## config.mk

```make
export PLATFORM = sky130hd
export DESIGN_NAME = prog_loader
export DESIGN_NICKNAME = d
export VERILOG_FILES = /design/src/rtl/prog_loader_pkg.sv /design/src/rtl/ld_addr_counter.sv /design/src/rtl/prog_loader.sv
export SDC_FILE = /design/constraint.sdc
export NUM_CORES = 1
export LEC_CHECK = 0
export CORE_MARGIN = 4
export CORE_UTILIZATION = 45
export DETAILED_ROUTE_END_ITERATION = 16
export GPL_TIMING_DRIVEN = 0
export PLACE_DENSITY = 0.83
export SLEW_MARGIN = 40
export SYNTH_ARGS = -nofsm -noshare
export SYNTH_HDL_FRONTEND = slang
export SYNTH_SLANG_ARGS = --single-unit
```

## constraint.sdc

```tcl
create_clock -name clk_i -period 2.09 [get_ports clk_i]
set_clock_uncertainty 0.2 [all_clocks]
set_input_delay 0.418 -clock clk_i [delete_from_list [all_inputs] [get_ports clk_i]]
set_output_delay 0.418 -clock clk_i [all_outputs]
set_load 0.005 [all_outputs]
```

## src/rtl/prog_loader_pkg.sv

```systemverilog
// Shared definitions for the program loader.
// Holds the default RAM geometry, the FSM state encoding and small decode
// helpers that turn a state into the CPU-side control levels.
package prog_loader_pkg;

  localparam int unsigned ADDR_W_DEF = 4;
  localparam int unsigned DATA_W_DEF = 8;

  // FSM state encoding (plain constants so older tools can consume them).
  localparam int unsigned StateW = 3;
  typedef logic [StateW-1:0] state_t;

  localparam state_t StIdle = 3'd0;
  localparam state_t StLoad = 3'd1;
  localparam state_t StArm  = 3'd2;
  localparam state_t StRun  = 3'd3;
  localparam state_t StHalt = 3'd4;

  // RAM is handed to the CPU port from ARM onwards.
  function automatic logic state_run_mode(state_t s);
    return (s == StArm) || (s == StRun) || (s == StHalt);
  endfunction

  // CPU core is held in reset until the loader releases it into RUN.
  function automatic logic state_cpu_reset(state_t s);
    return (s == StIdle) || (s == StLoad) || (s == StArm);
  endfunction

endpackage

```

## src/rtl/ld_addr_counter.sv

```systemverilog
// Load-address pointer for the program loader.
// Ports:
//   clk_i, rst_i    clock and asynchronous active-high reset
//   load_i          latch last_addr_i as the final address and restart at 0
//   clear_i         restart the pointer at 0 (final address kept)
//   inc_i           advance after a beat; saturates at the final address
//   last_addr_i     final address to latch on load_i
//   ptr_o           current write address
//   last_o          pointer equals the latched final address
module ld_addr_counter
  import prog_loader_pkg::*;
#(
  parameter int unsigned ADDR_W = ADDR_W_DEF
) (
  input  logic              clk_i,
  input  logic              rst_i,
  input  logic              load_i,
  input  logic              clear_i,
  input  logic              inc_i,
  input  logic [ADDR_W-1:0] last_addr_i,
  output logic [ADDR_W-1:0] ptr_o,
  output logic              last_o
);

  logic [ADDR_W-1:0] ptr_q, ptr_d;
  logic [ADDR_W-1:0] last_addr_q, last_addr_d;
  logic              at_last;

  assign at_last = (ptr_q == last_addr_q);

  always_comb begin
    ptr_d       = ptr_q;
    last_addr_d = last_addr_q;
    if (load_i) begin
      ptr_d       = '0;
      last_addr_d = last_addr_i;
    end else if (clear_i) begin
      ptr_d = '0;
    end else if (inc_i && !at_last) begin
      // Holding at the final address keeps a full-depth load from wrapping to 0.
      ptr_d = ptr_q + 1'b1;
    end
  end

  always_ff @(posedge clk_i or posedge rst_i) begin
    if (rst_i) begin
      ptr_q       <= '0;
      last_addr_q <= '0;
    end else begin
      ptr_q       <= ptr_d;
      last_addr_q <= last_addr_d;
    end
  end

  assign ptr_o  = ptr_q;
  assign last_o = at_last;

endmodule

```

## src/rtl/prog_loader.sv

```systemverilog
// Program loader: streams a program image into the CPU RAM through the
// programming port, then hands the RAM to the CPU and releases its reset.
// Ports:
//   clk_i, rst_i          clock and asynchronous active-high reset
//   start_i, count_i      load request and last address to load (0..count_i)
//   in_valid_i, in_data_i program byte stream; in_ready_o accepts it
//   cpu_stop_i            CPU executed HLT
//   ram_addr_o/data_o/we_o  registered programming-port write
//   run_mode_o            RAM mux: 0 programming port, 1 CPU port
//   cpu_reset_o           reset to the CPU core
//   busy_o                loading or arming
//   done_o                one-cycle pulse on release into RUN
module prog_loader
  import prog_loader_pkg::*;
#(
  parameter int unsigned ADDR_W     = ADDR_W_DEF,
  parameter int unsigned DATA_W     = DATA_W_DEF,
  parameter int unsigned SETTLE_CYC = 1
) (
  input  logic              clk_i,
  input  logic              rst_i,
  input  logic              start_i,
  input  logic [ADDR_W-1:0] count_i,
  input  logic              in_valid_i,
  input  logic [DATA_W-1:0] in_data_i,
  output logic              in_ready_o,
  input  logic              cpu_stop_i,
  output logic [ADDR_W-1:0] ram_addr_o,
  output logic [DATA_W-1:0] ram_data_o,
  output logic              ram_we_o,
  output logic              run_mode_o,
  output logic              cpu_reset_o,
  output logic              busy_o,
  output logic              done_o
);

  localparam int unsigned SettleW = (SETTLE_CYC > 1) ? $clog2(SETTLE_CYC) : 1;
  localparam logic [SettleW-1:0] SettleLast = SettleW'(SETTLE_CYC - 1);

  state_t state_q, state_d;

  logic [SettleW-1:0] settle_q, settle_d;
  logic [ADDR_W-1:0]  ram_addr_q, ram_addr_d;
  logic [DATA_W-1:0]  ram_data_q, ram_data_d;
  logic               ram_we_q, ram_we_d;
  logic               run_mode_q, run_mode_d;
  logic               cpu_reset_q, cpu_reset_d;
  logic               done_q, done_d;

  logic              beat;
  logic              accept_start;
  logic              ptr_last;
  logic [ADDR_W-1:0] ptr;

  // Ready is a pure state decode so a beat is known in the same cycle.
  assign in_ready_o   = (state_q == StLoad);
  assign busy_o       = (state_q == StLoad) || (state_q == StArm);
  assign beat         = in_valid_i && in_ready_o;
  assign accept_start = start_i && ((state_q == StIdle) || (state_q == StHalt));

  ld_addr_counter #(
    .ADDR_W (ADDR_W)
  ) u_ptr (
    .clk_i       (clk_i),
    .rst_i       (rst_i),
    .load_i      (accept_start),
    .clear_i     (state_q == StIdle),
    .inc_i       (beat),
    .last_addr_i (count_i),
    .ptr_o       (ptr),
    .last_o      (ptr_last)
  );

  // Next-state logic.
  always_comb begin
    state_d  = state_q;
    settle_d = settle_q;
    case (state_q)
      StIdle: begin
        if (start_i) state_d = StLoad;
      end
      StLoad: begin
        settle_d = '0;
        if (beat && ptr_last) state_d = StArm;
      end
      StArm: begin
        if (settle_q == SettleLast) begin
          state_d = StRun;
        end else begin
          settle_d = settle_q + 1'b1;
        end
      end
      StRun: begin
        // A simultaneous Start is dropped: HALT only sees Start in later cycles.
        if (cpu_stop_i) state_d = StHalt;
      end
      StHalt: begin
        if (start_i) state_d = StLoad;
      end
      default: state_d = StIdle;
    endcase
  end

  // Registered outputs are computed from the next state so they line up with
  // the state register rather than trailing it by a cycle.
  always_comb begin
    ram_addr_d  = ram_addr_q;
    ram_data_d  = ram_data_q;
    ram_we_d    = 1'b0;
    if (beat) begin
      ram_addr_d = ptr;
      ram_data_d = in_data_i;
      ram_we_d   = 1'b1;
    end
    run_mode_d  = state_run_mode(state_d);
    cpu_reset_d = state_cpu_reset(state_d);
    done_d      = (state_q == StArm) && (state_d == StRun);
  end

  always_ff @(posedge clk_i or posedge rst_i) begin
    if (rst_i) begin
      state_q     <= StIdle;
      settle_q    <= '0;
      ram_addr_q  <= '0;
      ram_data_q  <= '0;
      ram_we_q    <= 1'b0;
      run_mode_q  <= 1'b0;
      cpu_reset_q <= 1'b1;
      done_q      <= 1'b0;
    end else begin
      state_q     <= state_d;
      settle_q    <= settle_d;
      ram_addr_q  <= ram_addr_d;
      ram_data_q  <= ram_data_d;
      ram_we_q    <= ram_we_d;
      run_mode_q  <= run_mode_d;
      cpu_reset_q <= cpu_reset_d;
      done_q      <= done_d;
    end
  end

  assign ram_addr_o  = ram_addr_q;
  assign ram_data_o  = ram_data_q;
  assign ram_we_o    = ram_we_q;
  assign run_mode_o  = run_mode_q;
  assign cpu_reset_o = cpu_reset_q;
  assign done_o      = done_q;

endmodule

```

==> After elaboration in Yosys (flattened, before gate mapping) <==
Cells that the tools add are included.
{ "classes": {"add_sub_neg": 2, "eq_ne": 9, "mux": 11, "n_reduce_logical": 17} }
{ "op_table": {"columns": ["operator", "n"], "rows": [
  ["$eq A3 B2 Y1 const B", 4],
  ["$mux W3", 4],
  ["$mux W4", 3],
  ["$pmux W3 S4", 1],
  ["$eq A3 B1 Y1 const B", 2],
  ["$eq A3 B3 Y1 const B", 2],
  ["$logic_not A3 Y1", 2],
  ["$logic_or A1 B1 Y1", 6],
  ["$logic_and A1 B1 Y1", 5],
  ["$add A4 B1 Y4 const B", 1],
  ["$eq A4 B4 Y1", 1],
  ["$reduce_bool A3 Y1", 1],
  ["$mux W1", 2],
  ["$pmux W1 S2", 1],
  ["$reduce_bool A2 Y1", 1],
  ["$reduce_or A2 Y1", 1],
  ["$add A1 B1 Y1 const B", 1],
  ["$logic_not A1 Y1", 1]
]} }
{ "word_totals": {"register_bits": 28, "output_inout_bits": 18, "wordCells": 49} }

==> Depth between registers and ports, before layout <==
{ "logic_depth": {"word_depth": 8, "mapped_depth": 5} }

==> Cells and area by module <==
Synthesis repeated with hierarchy kept, for this count alone.
{ "hier_totals": {"cells_unflattened": 94, "hier_area_um2": 1267.5} }
{ "by_module_without_submodules": {"columns": ["mod", "instances", "cells_each", "area_each_um2", "seq_area_each_um2"], "rows": [
  ["prog_loader", 1, 59, 844.6, 476.7],
  ["ld_addr_counter", 1, 35, 422.9, 200.2]
]} }

==> Worst setup path after synthesis <==
No wires, ideal clock.
{ "synth_timing": {"path_type": "register to register", "from": "register state_q[1]", "to": "register ram_data_q[0], in the netlist ram_data_o[0]", "t_arrival_ns": 1.274, "t_required_ns": 1.765, "slack_ns": 0.492, "stages_incl_launch_ff": 5, "synth_period_minus_slack_ns": 1.598, "path_cell_list": "dfrtp_1 and4bb_2 buf_6 buf_6 mux2_2"} }
{ "synth_via": {"elab_chain_len": 2} }
{ "synth_rtl": {"columns": ["item", "line_no", "text"], "rows": [
  ["from (decl)", "prog_loader.sv:40", "state_t state_q, state_d;"],
  ["from (signal assigned)", "prog_loader.sv:122", "state_q <= StIdle;"],
  ["from (signal assigned)", "prog_loader.sv:131", "state_q <= state_d;"],
  ["$eq A3 B1 Y1", "prog_loader.sv:56", "assign in_ready_o = (state_q == StLoad);"],
  ["$logic_and A1 B1 Y1", "prog_loader.sv:58", "assign beat = in_valid_i && in_ready_o;"],
  ["net beat", "prog_loader.sv:50", "logic beat;"],
  ["to (signal assigned)", "prog_loader.sv:134", "ram_data_q <= ram_data_d;"],
  ["to (decl)", "prog_loader.sv:44", "logic [DATA_W-1:0] ram_data_q, ram_data_d;"]
]} }
The timed path passes the listed nets, and every way through them passes these cells.
A chain may end at the register's enable or synchronous reset.

==> Worst setup path in the final report <==
{ "layout_timing": {"from": "register cpu_reset_q, in the netlist cpu_reset_o", "to": "output port cpu_reset_o"} }
{ "layout_rtl": {"columns": ["item", "line_no", "text"], "rows": [
  ["from (decl)", "prog_loader.sv:47", "logic cpu_reset_q, cpu_reset_d;"],
  ["from (signal assigned)", "prog_loader.sv:137", "cpu_reset_q <= cpu_reset_d;"],
  ["to (decl)", "prog_loader.sv:32", "output logic cpu_reset_o,"]
]} }
No word-level cell between the ends.

==> results by group <==
Run status
  – Status: completed

Setup path
  – Crit-path slowest cell: dfstp_2
  – CP max FO: 1
  – CP startpoint kind: register
  – Reg2reg start: state_q[1]$_DFF_PP0_
  – Buf/Inv on CP: 1
  – Setup CP Type: register to primary output
  – Worst endpoint required time: 1.47 ns
  – Crit path largest cell delay: 0.54 ns
  – Reg2reg path depth: 5
  – Sequence of cells on the critical path: clkdlybuf4s50_1
  – Worst Setup SP: cpu_reset_o$_DFF_PP1_
  – Kind of cell adding the most delay to the critical path: flip-flops
  – Stages on worst setup path: 1
  – CP Capture Type: primary output
  – CP arrival: 1.35 ns

Floorplanning
  – Initial Util: 0.470
  – Core area: roughly 2500 sq um
  – Die Width: 58.9 um
  – Die Y: 58.9 um
  – Die area: 3470 sq um
  – Row count: 18
  – Top Ports: 35

Global route
  – Number of global-route vias before repair: 852
  – Largest net degree at the start of global routing: 28
  – First-pass GRT wire length: ~3600 um
  – All-Layer GR Usage: 0.136
  – GR Overflow Total: 0
  – Initial antenna violation count: 0

Logic synthesis
  – Mapped Nets: 103
  – Synth warn: 0
  – Async SR Flop Fraction: 1.00
  – Post-synth EDFFs: 0
  – #FFs+latches synth: 27
  – Sequential-to-total area share from yosys stat: 0.581
  – Commonest cells in the netlist: dfrtp_1, mux2_2, nand2_1
  – Synth top area cells: dfrtp_1, mux2_2, xor2_1
  – Post-synth top area share: 0.559
  – Cell taking the most area after synthesis: dfrtp_1
  – Post-Syn Area: between 1000 and 1500 sq um
  – Synth Flop Type: dfrtp_1
  – Avg Inst Size Synth: 13.7 sq um
  – Post-synthesis cell count: between 80 and 90
  – Most frequent cell after synthesis: dfrtp_1
  – Cell variety after synth: 25

Route
  – ANT nets after route: 0
  – Vias/cell: 5.25
  – WL final: 2170 um
  – Detailed Routing Iterations Pass 1: 4
  – Post-DR wirelength/cell: 13.8 um
  – Via count: 824
  – DR DRC count: 0
  – Initial DRC Count: 12

STA
  – Fmax: 507 MHz
  – Final Hold Viols: 0
  – Period minus WS final: 1.97 ns
  – Period utilisation layout: 0.944
  – Setup TNS: 0 ns
  – Slew Viols, Final: 0
  – Max_slew headroom: 0.645
  – Final setup violation count: 0
  – Worst-Margin Slew: 0.531 ns
  – RSZ-0062 raised after global routing: no

CTS
  – Htree depth: 1
  – CTS tree: done
  – Clk Latency, worst-skew pair: 0.32 ns
  – Clk pin slew, worst setup/hold paths: 0.14 ns
  – Bufs on Longest Clock Path: 2
  – CTS buffer count: 3
  – Clock net sink count: 27
  – Cts hold-fix bufs: 0
  – Clock Tree Root: clkbuf_4

Final layout
  – Antenna Cells: 0
  – Area grow syn2layout: 37.3%
  – Nets@finish: 146
  – Share of layout cells above drive strength 1: 0.260
  – Multi-input logic area: 454 sq um
  – FILL cells: 219
  – Sequential cell area: 678 sq um

Power and ir drop
  – Power per Cell Area: approximately 1300 nW/um^2
  – P_leak: 0.708 nW
  – Overall power: 0.00215 W
  – Max rail drop VDD: between 0.8 and 0.9 mV

Placement
  – GPL Wtd Cong: 0.786
  – Hpwl dp: 1660 um
  – Buffers on Ports: 34

Hold path
  – Hold WC Path Type: input pin to async pin

Flow run
  – Max Cap Violations: 0
==> layer usage <==
layer  wire length (um)  vias to the layer above  part of all wire  global-route usage
met4                 22                        0             0.010              0.0388
met3                132                        3             0.061              0.0263
met5                  0                        -                 0                   0
met1                900                      413              0.41               0.174
li1                   -                      384                 -                   -
met2               1110                       24              0.51               0.235
==> cells in the final DEF (no fill, tap or decap), types with 2 or more instances in the layout <==
cell             Yosys  routed
buf_6                2       2
inv_1                3       2
mux2_2              16      16
o31ai_1              2       2
nand3_1              3       3
clkbuf_4             0       3
nor2_1               3       3
buf_4                0       4
or2b_1               2       2
nand2_1              6       6
clkdlybuf4s50_1      0      32
nand2b_1             2       2
o21ai_0              3       3
dlygate4sd2_1        0       2
dfrtp_1             26      25
xor2_1               4       4
==> registers in the layout (all words and copies together), names as in the netlist <==
signal / cells
ram_data_o: 8
ram_addr_o: 4
u_ptr.last_addr_q: 4
u_ptr.ptr_o: 4
state_q: 3
cpu_reset_o: 1
done_o: 1
ram_we_o: 1
run_mode_o: 1
==> per-stage QoR <==
step           utilization  setup slack (ns)  area [sq um]  hold WS, ns  instances
5_1_grt              0.645            0.0557          1600        0.284        157
2_1_floorplan            -             0.492          1160        0.270         85
6_report             0.645             0.118          1600        0.241        157
3_3_place_gp         0.623            0.0187          1540        0.287        149
4_1_cts              0.645            0.0883          1600        0.251        157
3_5_place_dp         0.623           0.00277          1540        0.300        149
==> timing repair <==
action	CTS	global route
setup endpoints to repair	2	0
gates resized for setup	3	0
setup buffers	4	0
==> final timing paths <==
| path | endpoint | slack, ns |
|---|---|---|
| setup / recovery | cpu_reset_o | 0.12 |
| hold / removal | ram_data_o[2]$_DFFE_PP0P_ | 0.24 |
| setup reg to reg | ram_data_o[3]$_DFFE_PP0P_ | 0.27 |
| hold reg to reg | ram_data_o[5]$_DFFE_PP0P_ | 0.32 |
| max in group asynchronous | state_q[1]$_DFF_PP0_ | 1.07 |
| min in group clk_i | ram_data_o[5]$_DFFE_PP0P_ | 0.32 |
==> layout make-up <==
class                           count  area share
Tap cell                           30      0.0235
Clock buffer                        3      0.0141
Multi-Input combinational cell     53       0.284
Buffer                              2      0.0141
Timing Repair Buffer               38       0.230
Sequential cell                    27       0.424
Inverter                            3     0.00704
Clock inverter                      1     0.00313
==> logic make-up after synthesis <==
group	synth area share
muxes	0.155
xor gates and xnor gates	0.0376
and+or+nand+nor	0.106
adders and majority gates	0.0107
buffers and inverters	0.0290
DFF	0.581
AOI/OAI and AO/OA	0.0806
==> power breakdown <==
part | total, W | internal, W | switching (W) | leakage, nW
sequential | 0.000873 | 0.000741 | 0.000132 | 0.334
combinational | 0.00106 | 0.000635 | 0.000422 | 0.356
clock | 0.000219 | 0.0000718 | 0.000147 | 0.0177
Power figures use the tool's default switching activity.
